===== src/rtl/led_pkg.sv =====
// led_pkg -- shared definitions for the LED breathing controller.
//   state_t        : breathing FSM state encoding
//   DUTY_W_DEFAULT : default width of the level / dutycycle paths
package led_pkg;

   typedef enum logic [2:0] {
      IDLE    = 3'd0,
      RISE    = 3'd1,
      HOLD_HI = 3'd2,
      FALL    = 3'd3,
      HOLD_LO = 3'd4
   } state_t;

   localparam int DUTY_W_DEFAULT = 11;

endpackage


===== src/rtl/led_step_timer.sv =====
// led_step_timer -- prescaler producing a one-cycle step strobe every
// STEP_CYCLES clocks while run is high. The prescaler is held at zero while
// run is low, so the first strobe after run rises is always STEP_CYCLES away.
// Ports:
//   clk    : clock
//   rst    : synchronous active-high reset
//   run    : count enable (high while the breather is active)
//   strobe : high for one cycle when the prescaler reaches STEP_CYCLES-1
module led_step_timer #(
   parameter int STEP_CYCLES = 50_000
) (
   input  logic clk,
   input  logic rst,
   input  logic run,
   output logic strobe
);

   localparam int CNT_W = (STEP_CYCLES > 1) ? $clog2(STEP_CYCLES) : 1;
   localparam logic [CNT_W-1:0] CNT_LAST = CNT_W'(STEP_CYCLES - 1);

   logic [CNT_W-1:0] cnt;

   assign strobe = run && (cnt == CNT_LAST);

   always_ff @(posedge clk) begin
      if (rst || !run) begin
         cnt <= '0;
      end else if (strobe) begin
         cnt <= '0;
      end else begin
         cnt <= cnt + CNT_W'(1);
      end
   end

endmodule


===== src/rtl/led_breathe.sv =====
// led_breathe -- LED "breathing" envelope generator feeding a PWM block.
// The level ramps up in STEP_INC increments, holds at full scale, ramps down
// to zero, holds, and repeats while en is high. Dropping en fades the LED out
// through FALL rather than cutting it abruptly.
// Optional build macro: LED_BREATHE_GAMMA_EN -- when defined, dutycycle is
// (level*level)>>DUTY_W (square-law curve); otherwise dutycycle = level.
// Ports:
//   clk       : clock
//   rst       : synchronous active-high reset
//   en        : breathing request
//   dutycycle : registered brightness to the downstream PWM
//   pwm_en    : registered enable to the downstream PWM (state != IDLE, delayed)
//   busy      : high whenever the FSM is not IDLE
module led_breathe
   import led_pkg::*;
#(
   parameter int DUTY_W      = DUTY_W_DEFAULT,
   parameter int STEP_CYCLES = 50_000,
   parameter int STEP_INC    = 8,
   parameter int HOLD_STEPS  = 250
) (
   input  logic              clk,
   input  logic              rst,
   input  logic              en,
   output logic [DUTY_W-1:0] dutycycle,
   output logic              pwm_en,
   output logic              busy
);

   localparam int HOLD_W = (HOLD_STEPS > 1) ? $clog2(HOLD_STEPS) : 1;
   localparam logic [DUTY_W:0]   LEVEL_MAX = {1'b0, {DUTY_W{1'b1}}};
   localparam logic [DUTY_W:0]   INC_WIDE  = (DUTY_W + 1)'(STEP_INC);
   localparam logic [DUTY_W-1:0] INC       = DUTY_W'(STEP_INC);
   localparam logic [HOLD_W-1:0] HOLD_LAST = HOLD_W'(HOLD_STEPS - 1);

   state_t            state;
   logic [DUTY_W-1:0] level;
   logic [HOLD_W-1:0] hold_cnt;
   logic              en_d;
   logic              strobe;
   logic              step_ok;
   logic [DUTY_W:0]   rise_sum;
   logic              rise_sat;
   logic              fall_sat;
   logic [DUTY_W-1:0] duty_next;

   led_step_timer #(
      .STEP_CYCLES(STEP_CYCLES)
   ) u_timer (
      .clk   (clk),
      .rst   (rst),
      .run   (state != IDLE),
      .strobe(strobe)
   );

   // A strobe that lands on the same cycle as an en edge is discarded so the
   // en-driven behaviour wins and the level does not move that cycle.
   assign step_ok  = strobe && (en == en_d);

   // One extra bit lets the rise detect overflow past full scale.
   assign rise_sum = {1'b0, level} + INC_WIDE;
   assign rise_sat = (rise_sum >= LEVEL_MAX);
   assign fall_sat = ({1'b0, level} <= INC_WIDE);

`ifdef LED_BREATHE_GAMMA_EN
   logic [2*DUTY_W-1:0] level_sq;
   assign level_sq  = {{DUTY_W{1'b0}}, level} * {{DUTY_W{1'b0}}, level};
   assign duty_next = DUTY_W'(level_sq >> DUTY_W);
`else
   assign duty_next = level;
`endif

   assign busy = (state != IDLE);

   always_ff @(posedge clk) begin
      if (rst) begin
         state     <= IDLE;
         level     <= '0;
         hold_cnt  <= '0;
         en_d      <= 1'b0;
         dutycycle <= '0;
         pwm_en    <= 1'b0;
      end else begin
         en_d      <= en;
         dutycycle <= duty_next;
         pwm_en    <= (state != IDLE);

         case (state)
            IDLE: begin
               level    <= '0;
               hold_cnt <= '0;
               if (en) state <= RISE;
            end

            RISE: begin
               if (!en) begin
                  state <= FALL;
               end else if (step_ok) begin
                  if (rise_sat) begin
                     level    <= LEVEL_MAX[DUTY_W-1:0];
                     hold_cnt <= '0;
                     state    <= HOLD_HI;
                  end else begin
                     level <= rise_sum[DUTY_W-1:0];
                  end
               end
            end

            HOLD_HI: begin
               if (!en || HOLD_STEPS == 0) begin
                  hold_cnt <= '0;
                  state    <= FALL;
               end else if (step_ok) begin
                  if (hold_cnt == HOLD_LAST) begin
                     hold_cnt <= '0;
                     state    <= FALL;
                  end else begin
                     hold_cnt <= hold_cnt + HOLD_W'(1);
                  end
               end
            end

            FALL: begin
               // A level already at zero (en dropped before the first rise
               // step) leaves FALL without waiting for a strobe.
               if (level == '0) begin
                  hold_cnt <= '0;
                  state    <= en ? HOLD_LO : IDLE;
               end else if (step_ok) begin
                  if (fall_sat) begin
                     level    <= '0;
                     hold_cnt <= '0;
                     state    <= en ? HOLD_LO : IDLE;
                  end else begin
                     level <= level - INC;
                  end
               end
            end

            HOLD_LO: begin
               if (!en) begin
                  hold_cnt <= '0;
                  state    <= IDLE;
               end else if (HOLD_STEPS == 0) begin
                  hold_cnt <= '0;
                  state    <= RISE;
               end else if (step_ok) begin
                  if (hold_cnt == HOLD_LAST) begin
                     hold_cnt <= '0;
                     state    <= RISE;
                  end else begin
                     hold_cnt <= hold_cnt + HOLD_W'(1);
                  end
               end
            end

            default: begin
               state <= IDLE;
               level <= '0;
            end
         endcase
      end
   end

endmodule

===== config.mk =====
export PLATFORM = sky130hd
export DESIGN_NAME = led_breathe
export DESIGN_NICKNAME = d
export VERILOG_FILES = /design/src/rtl/led_pkg.sv /design/src/rtl/led_step_timer.sv /design/src/rtl/led_breathe.sv
export SDC_FILE = /design/constraint.sdc
export NUM_CORES = 1
export LEC_CHECK = 0
export ABC_AREA = 1
export CORE_ASPECT_RATIO = 0.75
export CORE_MARGIN = 2
export CORE_UTILIZATION = 45
export CTS_BUF_LIST = sky130_fd_sc_hd__clkbuf_4
export DETAILED_ROUTE_END_ITERATION = 10
export PLACE_DENSITY_LB_ADDON = 0.2
export SLEW_MARGIN = 20
export SYNTH_ARGS = -nofsm -noshare
export SYNTH_HDL_FRONTEND = slang
export SYNTH_SLANG_ARGS = --single-unit

===== constraint.sdc =====
create_clock -name clk -period 3.1 [get_ports clk]
set_input_delay 0.62 -clock clk [delete_from_list [all_inputs] [get_ports clk]]
set_output_delay 0.62 -clock clk [all_outputs]
set_load 0.005 [all_outputs]

==> flow_summary.json, run 1 <==
{
  "pre_cts_ws_ns": 0.620,
  "synth_area_leaders": "dfxtp_1 (35%), nand2_1 (15%), nor2_1 (8.7%)",
  "cpPeakStageDelay_ns": 0.47,
  "firstDrtPassIters": 4,
  "cts_buffers": 5,
  "ys_types": 38,
  "drcViolationCount": 0,
  "fin_area_mm2": 0.00300,
  "grt_pass1_vias": 2269,
  "holdBufCountCts": 0,
  "syn-cell-area_mm2": 0.00271,
  "crit_start": "state[2]",
  "synth_top_area_cell": "dfxtp_1",
  "start_util_pct": 46.5,
  "crit_type": "reg2out",
  "p_per_area_mw_per_mm2": 584,
  "avgSynthCellArea_um2": 6.67,
  "die_h_um": 71.2,
  "overflow": 0,
  "post-place-cells": 493,
  "crit_path_end": "busy",
  "netSwitchingFraction_pct": 40.2,
  "min_period_over_period_pct": 69.8,
  "fmax_mhz": 462,
  "diodes": 0,
  "stdcell_count": 501,
  "ys_seq_elements": 47,
  "seqPwrFrac_pct": 39.1,
  "clock-sinks": 47,
  "placed_cell_area_mm2": 0.00292,
  "drive_gt1_share_pct": 9.69,
  "p_sw_mw": 0.704,
  "p_int_mw": 1.05,
  "grt_pass1_wl_mm": 10.6,
  "dpl.hpwl_mm": 4.44,
  "regToRegEndpoint": "hold_cnt[1]",
  "holdCritStartpoint": "u_timer.cnt[0]",
  "critPathBufInv": 1,
  "final_common_cell": "nand2_1",
  "p_clk_share_pct": 21.7,
  "vias_per_cell": 5.09,
  "ir_drop_uv": 229,
  "rrSetupSlack_ns": 0.97,
  "power.leakage_nw": 1.28,
  "post_cts_buffers": 0,
  "die_w_um": 93.6,
  "worstPathMaxFanout": 5,
  "combPwrFrac_pct": 39.3,
  "setup_viol": 0,
  "synth_fp_nets": 414,
  "final_cell_mix": "nand2_1 (106), nor2_1 (63), dfxtp_1 (47)",
  "routedWlPerCell_um": 11.8,
  "hp-class": "reg2reg",
  "routabilityCongestion": 0.872,
  "drv_cap": 0,
  "cp-start-kind": "flip-flop",
  "arrival_ns": 1.54,
  "critical-path-top-delay-family": "buffers and inverters",
  "vias": 2551,
  "crit_chain": "nor2_1 -> nand2_2 -> clkdlybuf4s50_1",
  "max_slew_margin_pct": 62.0,
  "cts.htree.levels": 2,
  "rsz0062_at_grt": "false",
  "core_area_mm2": 0.00583,
  "num_rows": 24,
  "final.setup_skew_ns": 0.0230,
  "whs_path_depth": 1,
  "yosys_warnings": 0,
  "setup.worst_path.end_class": "output pin",
  "grt.total_usage_pct": 19.7,
  "dieArea_mm2": 0.00666,
  "cts_tree": "done",
  "routed_wl_mm": 5.90,
  "setup_ws_ns": 0.936,
  "r2r_cells": 12,
  "post-route-util_pct": 51.6,
  "clk_pin_slew_ns": 0.15,
  "clock_path_buffers": 2,
  "synth-seq-area-share_pct": 34.8,
  "antenna_found_initial": 0,
  "hold_viol": 0,
  "power.total_mw": 1.75,
  "tightest_slew_ns": 0.568,
  "grt_max_degree": 19,
  "nNetsFinal": 430,
  "drtIter0Drc": 147,
  "r2r_start": "duty_next[3]",
  "num_io_pins": 16,
  "ant_nets": 0,
  "path_depth": 3,
  "drv_slew": 0,
  "crit_path_top_delay_cell": "clkdlybuf4s50_1",
  "status": "finished clean",
  "cp.required_ns": 2.48,
  "cts_root_buffer": "clkbuf_4",
  "whs_ns": 0.463,
  "postSynthCellCount": 406,
  "portBuffers": 15,
  "period_needed_ns": 2.16,
  "area_growth_pct": 11.0,
  "tns_ns": 0,
  "cts_resized": 0,
  "clk_latency_ns": 0.39,
  "synth_top_area_share_pct": 34.8
}
worst min-delay path by stage:
| stage | slack (ns) | endpoint |
|---|---|---|
| detailed placement | 0.44 | u_timer.cnt[0] |
| global placement | 0.43 | u_timer.cnt[0] |
| global route | 0.55 | u_timer.cnt[0] |
| floorplan | 0.42 | u_timer.cnt[0] |
| finish | 0.46 | u_timer.cnt[0] |
| CTS | 0.46 | u_timer.cnt[0] |
layout make-up:
cell class / count / area, um2
multi-input cells: 303 / 1540
fillers: 613 / 2820
flip-flops and latches: 47 / 941
well taps: 78 / 97.6
repair buffers: 17 / 165
inverters: 48 / 180
clock buffers: 5 / 37.5
clock inverters: 3 / 43.8
flip-flops by register name, indices dropped and copies added (netlist names):
| signal | cells |
|---|---|
| dutycycle | 9 |
| state | 3 |
| en_d | 1 |
| pwm_en | 1 |
| duty_next | 9 |
| u_timer.cnt | 16 |
| hold_cnt | 8 |
metal layers:
metal  track usage, %  part of all wire [%]  vias up
met3             5.43                   5.5        4
met4             3.22                  0.56        0
met2             27.0                    39       53
li1                 -                     -     1351
met1             31.2                    55     1143
met5                0                     0        -
Yosys cell counts (all sizes together):
cell,instances
nor2,68
a22o,1
nor3,14
xnor2,1
xor2,6
inv,47
o21a,1
clkbuf,3
o21bai,2
dfxtp,47
nand3b,1
ha,5
or2,1
o21ai,13
a21oi,12
nand3,38
nor3b,5
a31o,1
buf,5
o31ai,1
nand2,112
clkinv,1
a31oi,1
nand4,17
o221ai,1
o211ai,2
power by group through the flow:
stage	combinational [mW]	clock, mW	sequential (mW)
2_1_floorplan	0.523	0	0.692
3_3_place_gp	0.687	0	0.699
3_5_place_dp	0.685	0	0.698
4_1_cts	0.686	0.386	0.685
5_1_grt	0.790	0.418	0.693
6_report	0.689	0.380	0.685
cells by family (layout without fill, tap and decap cells):
| kind of cell | Yosys count | after routing | synth area share [%] |
|---|---|---|---|
| compound gates | 35 | 35 | 7.49 |
| xor+xnor | 7 | 7 | 2.26 |
| fa+ha+maj | 5 | 5 | 2.31 |
| buf+inv | 56 | 73 | 8.41 |
| flops | 47 | 47 | 34.8 |
| simple gates | 256 | 256 | 44.8 |
Note: power is estimated with default switching activity, not from simulation.
==> run 2, diff against run 1 <==
clock period = 2.1 ns   (was 3.1 ns; I/O delays follow)
==> run 2 against run 1 <==
Net effect: power rose by 51%; sequential power rose by 47%; utilization rose by 1.2 points; first-iteration DRC count rose by 12%; cell count rose by 1.6%; wire length rose by 1.6%; final area rose by 2.4%; via count rose by 0.90%; clock power rose by 47%; register-to-register slack got worse by 0.75 ns; clock-buffer cell count did not move.
==> flow_summary.json, run 2 (synthesis results as in run 1) <==
{
  "post_cts_buffers": 0,
  "routed_wl_mm": 5.99,
  "routabilityCongestion": 0.907,
  "grt_max_degree": 19,
  "firstDrtPassIters": 4,
  "nNetsFinal": 438,
  "dpl.hpwl_mm": 4.53,
  "p_per_area_mw_per_mm2": 862,
  "drtIter0Drc": 164,
  "dieArea_mm2": 0.00666,
  "regToRegEndpoint": "hold_cnt[0]",
  "cp-start-kind": "flip-flop",
  "routedWlPerCell_um": 11.8,
  "die_w_um": 93.6,
  "grt_pass1_wl_mm": 10.3,
  "cts_resized": 0,
  "final.setup_skew_ns": 0.0130,
  "num-fill-cells": 596,
  "diodes": 0,
  "hp-class": "reg2reg",
  "setup.worst_path.end_class": "output pin",
  "power.leakage_nw": 1.31,
  "antenna_found_initial": 0,
  "ant_nets": 0,
  "start_util_pct": 46.5,
  "drcViolationCount": 0,
  "setup_ws_ns": 0.168,
  "status": "finished clean",
  "setup_viol": 0,
  "fin_area_mm2": 0.00308,
  "r2r_start": "duty_next[4]",
  "cts_root_buffer": "clkbuf_4",
  "drv_slew": 0,
  "fmax_mhz": 518,
  "die_h_um": 71.2,
  "largest_reg_flops": 16,
  "ir_drop_uv": 372,
  "arrival_ns": 1.51,
  "core_area_mm2": 0.00583,
  "clock_path_buffers": 2,
  "max_slew_margin_pct": 59.0,
  "tightest_slew_ns": 0.609,
  "crit_type": "reg2out",
  "overflow": 0,
  "pre_cts_ws_ns": 0.000598,
  "drv_cap": 0,
  "rrSetupSlack_ns": 0.22,
  "worstPathMaxFanout": 5,
  "stdcell_count": 509,
  "placed_cell_area_mm2": 0.00298,
  "num_rows": 24,
  "period_needed_ns": 1.93,
  "post-place-cells": 500,
  "grt.total_usage_pct": 19.1,
  "crit_start": "state[2]",
  "min_period_over_period_pct": 92.0,
  "clk_latency_ns": 0.37,
  "final_common_cell": "nand2_1",
  "portBuffers": 15,
  "final_cell_mix": "nand2_1 (106), nor2_1 (62), dfxtp_1 (44)",
  "cp.required_ns": 1.68,
  "vias": 2574,
  "crit_path_end": "busy",
  "vias_per_cell": 5.06,
  "drive_gt1_share_pct": 12.5,
  "cts.htree.levels": 2,
  "cts_tree": "done",
  "tns_ns": 0,
  "area_growth_pct": 13.6,
  "num_io_pins": 16,
  "holdBufCountCts": 0,
  "regMostFlops": "u_timer.cnt",
  "clk_pin_slew_ns": 0.14,
  "clock-sinks": 47,
  "r2r_cells": 14,
  "cts_buffers": 5,
  "hold_viol": 0,
  "grt_pass1_vias": 2309
}
==> run 2: power breakdown <==
group          switching [mW]  internal, mW  leakage [nW]  total, mW
clock                   0.309         0.251        0.0452      0.560
combinational           0.707         0.374         0.886       1.08
sequential             0.0488         0.962         0.382       1.01
total                    1.06          1.59          1.31       2.65
==> run 2: area by class of cell <==
cell class	instances	area, um2	share of cell area [%]
multi-input cells	304	1550	50.5
clock buffers	5	37.5	1.22
repair buffers	24	218	7.08
clock inverters	3	43.8	1.42
well taps	78	97.6	3.17
flip-flops and latches	47	947	30.8
inverters	48	180	5.86
==> run 2: worst min-delay path by stage <==
| stage | startpoint | end | slack, ns | cells past startpoint |
|---|---|---|---|---|
| floorplan | u_timer.cnt[0] | u_timer.cnt[0] | 0.42 | 1 |
| global placement | u_timer.cnt[0] | u_timer.cnt[0] | 0.43 | 1 |
| detailed placement | u_timer.cnt[0] | u_timer.cnt[0] | 0.44 | 1 |
| CTS | u_timer.cnt[0] | u_timer.cnt[0] | 0.47 | 1 |
| global route | u_timer.cnt[0] | u_timer.cnt[0] | 0.50 | 1 |
| finish | u_timer.cnt[0] | u_timer.cnt[0] | 0.46 | 1 |
==> run 2: worst max-delay path, stage by stage, from the launching register on <==
cell             delay, ns
dfxtp_1               0.35
nor2_1                0.20
nand2_2               0.13
clkdlybuf4s50_1       0.47
==> run 2: routing by layer <==
metal	vias up	GRT usage [%]	share of wire [%]
met5	-	0	0
met4	0	4.67	0.88
met3	7	3.41	4.9
met2	59	28.1	41
met1	1141	29.1	54
li1	1367	-	-
==> run 2: per-stage QoR <==
step,power (mW),hold slack [ns],util (%)
3_3_place_gp,2.08,0.432,51.1
6_report,2.65,0.457,52.8
2_1_floorplan,1.79,0.418,-
5_1_grt,2.84,0.497,52.8
4_1_cts,2.63,0.465,52.5
3_5_place_dp,2.08,0.438,51.1
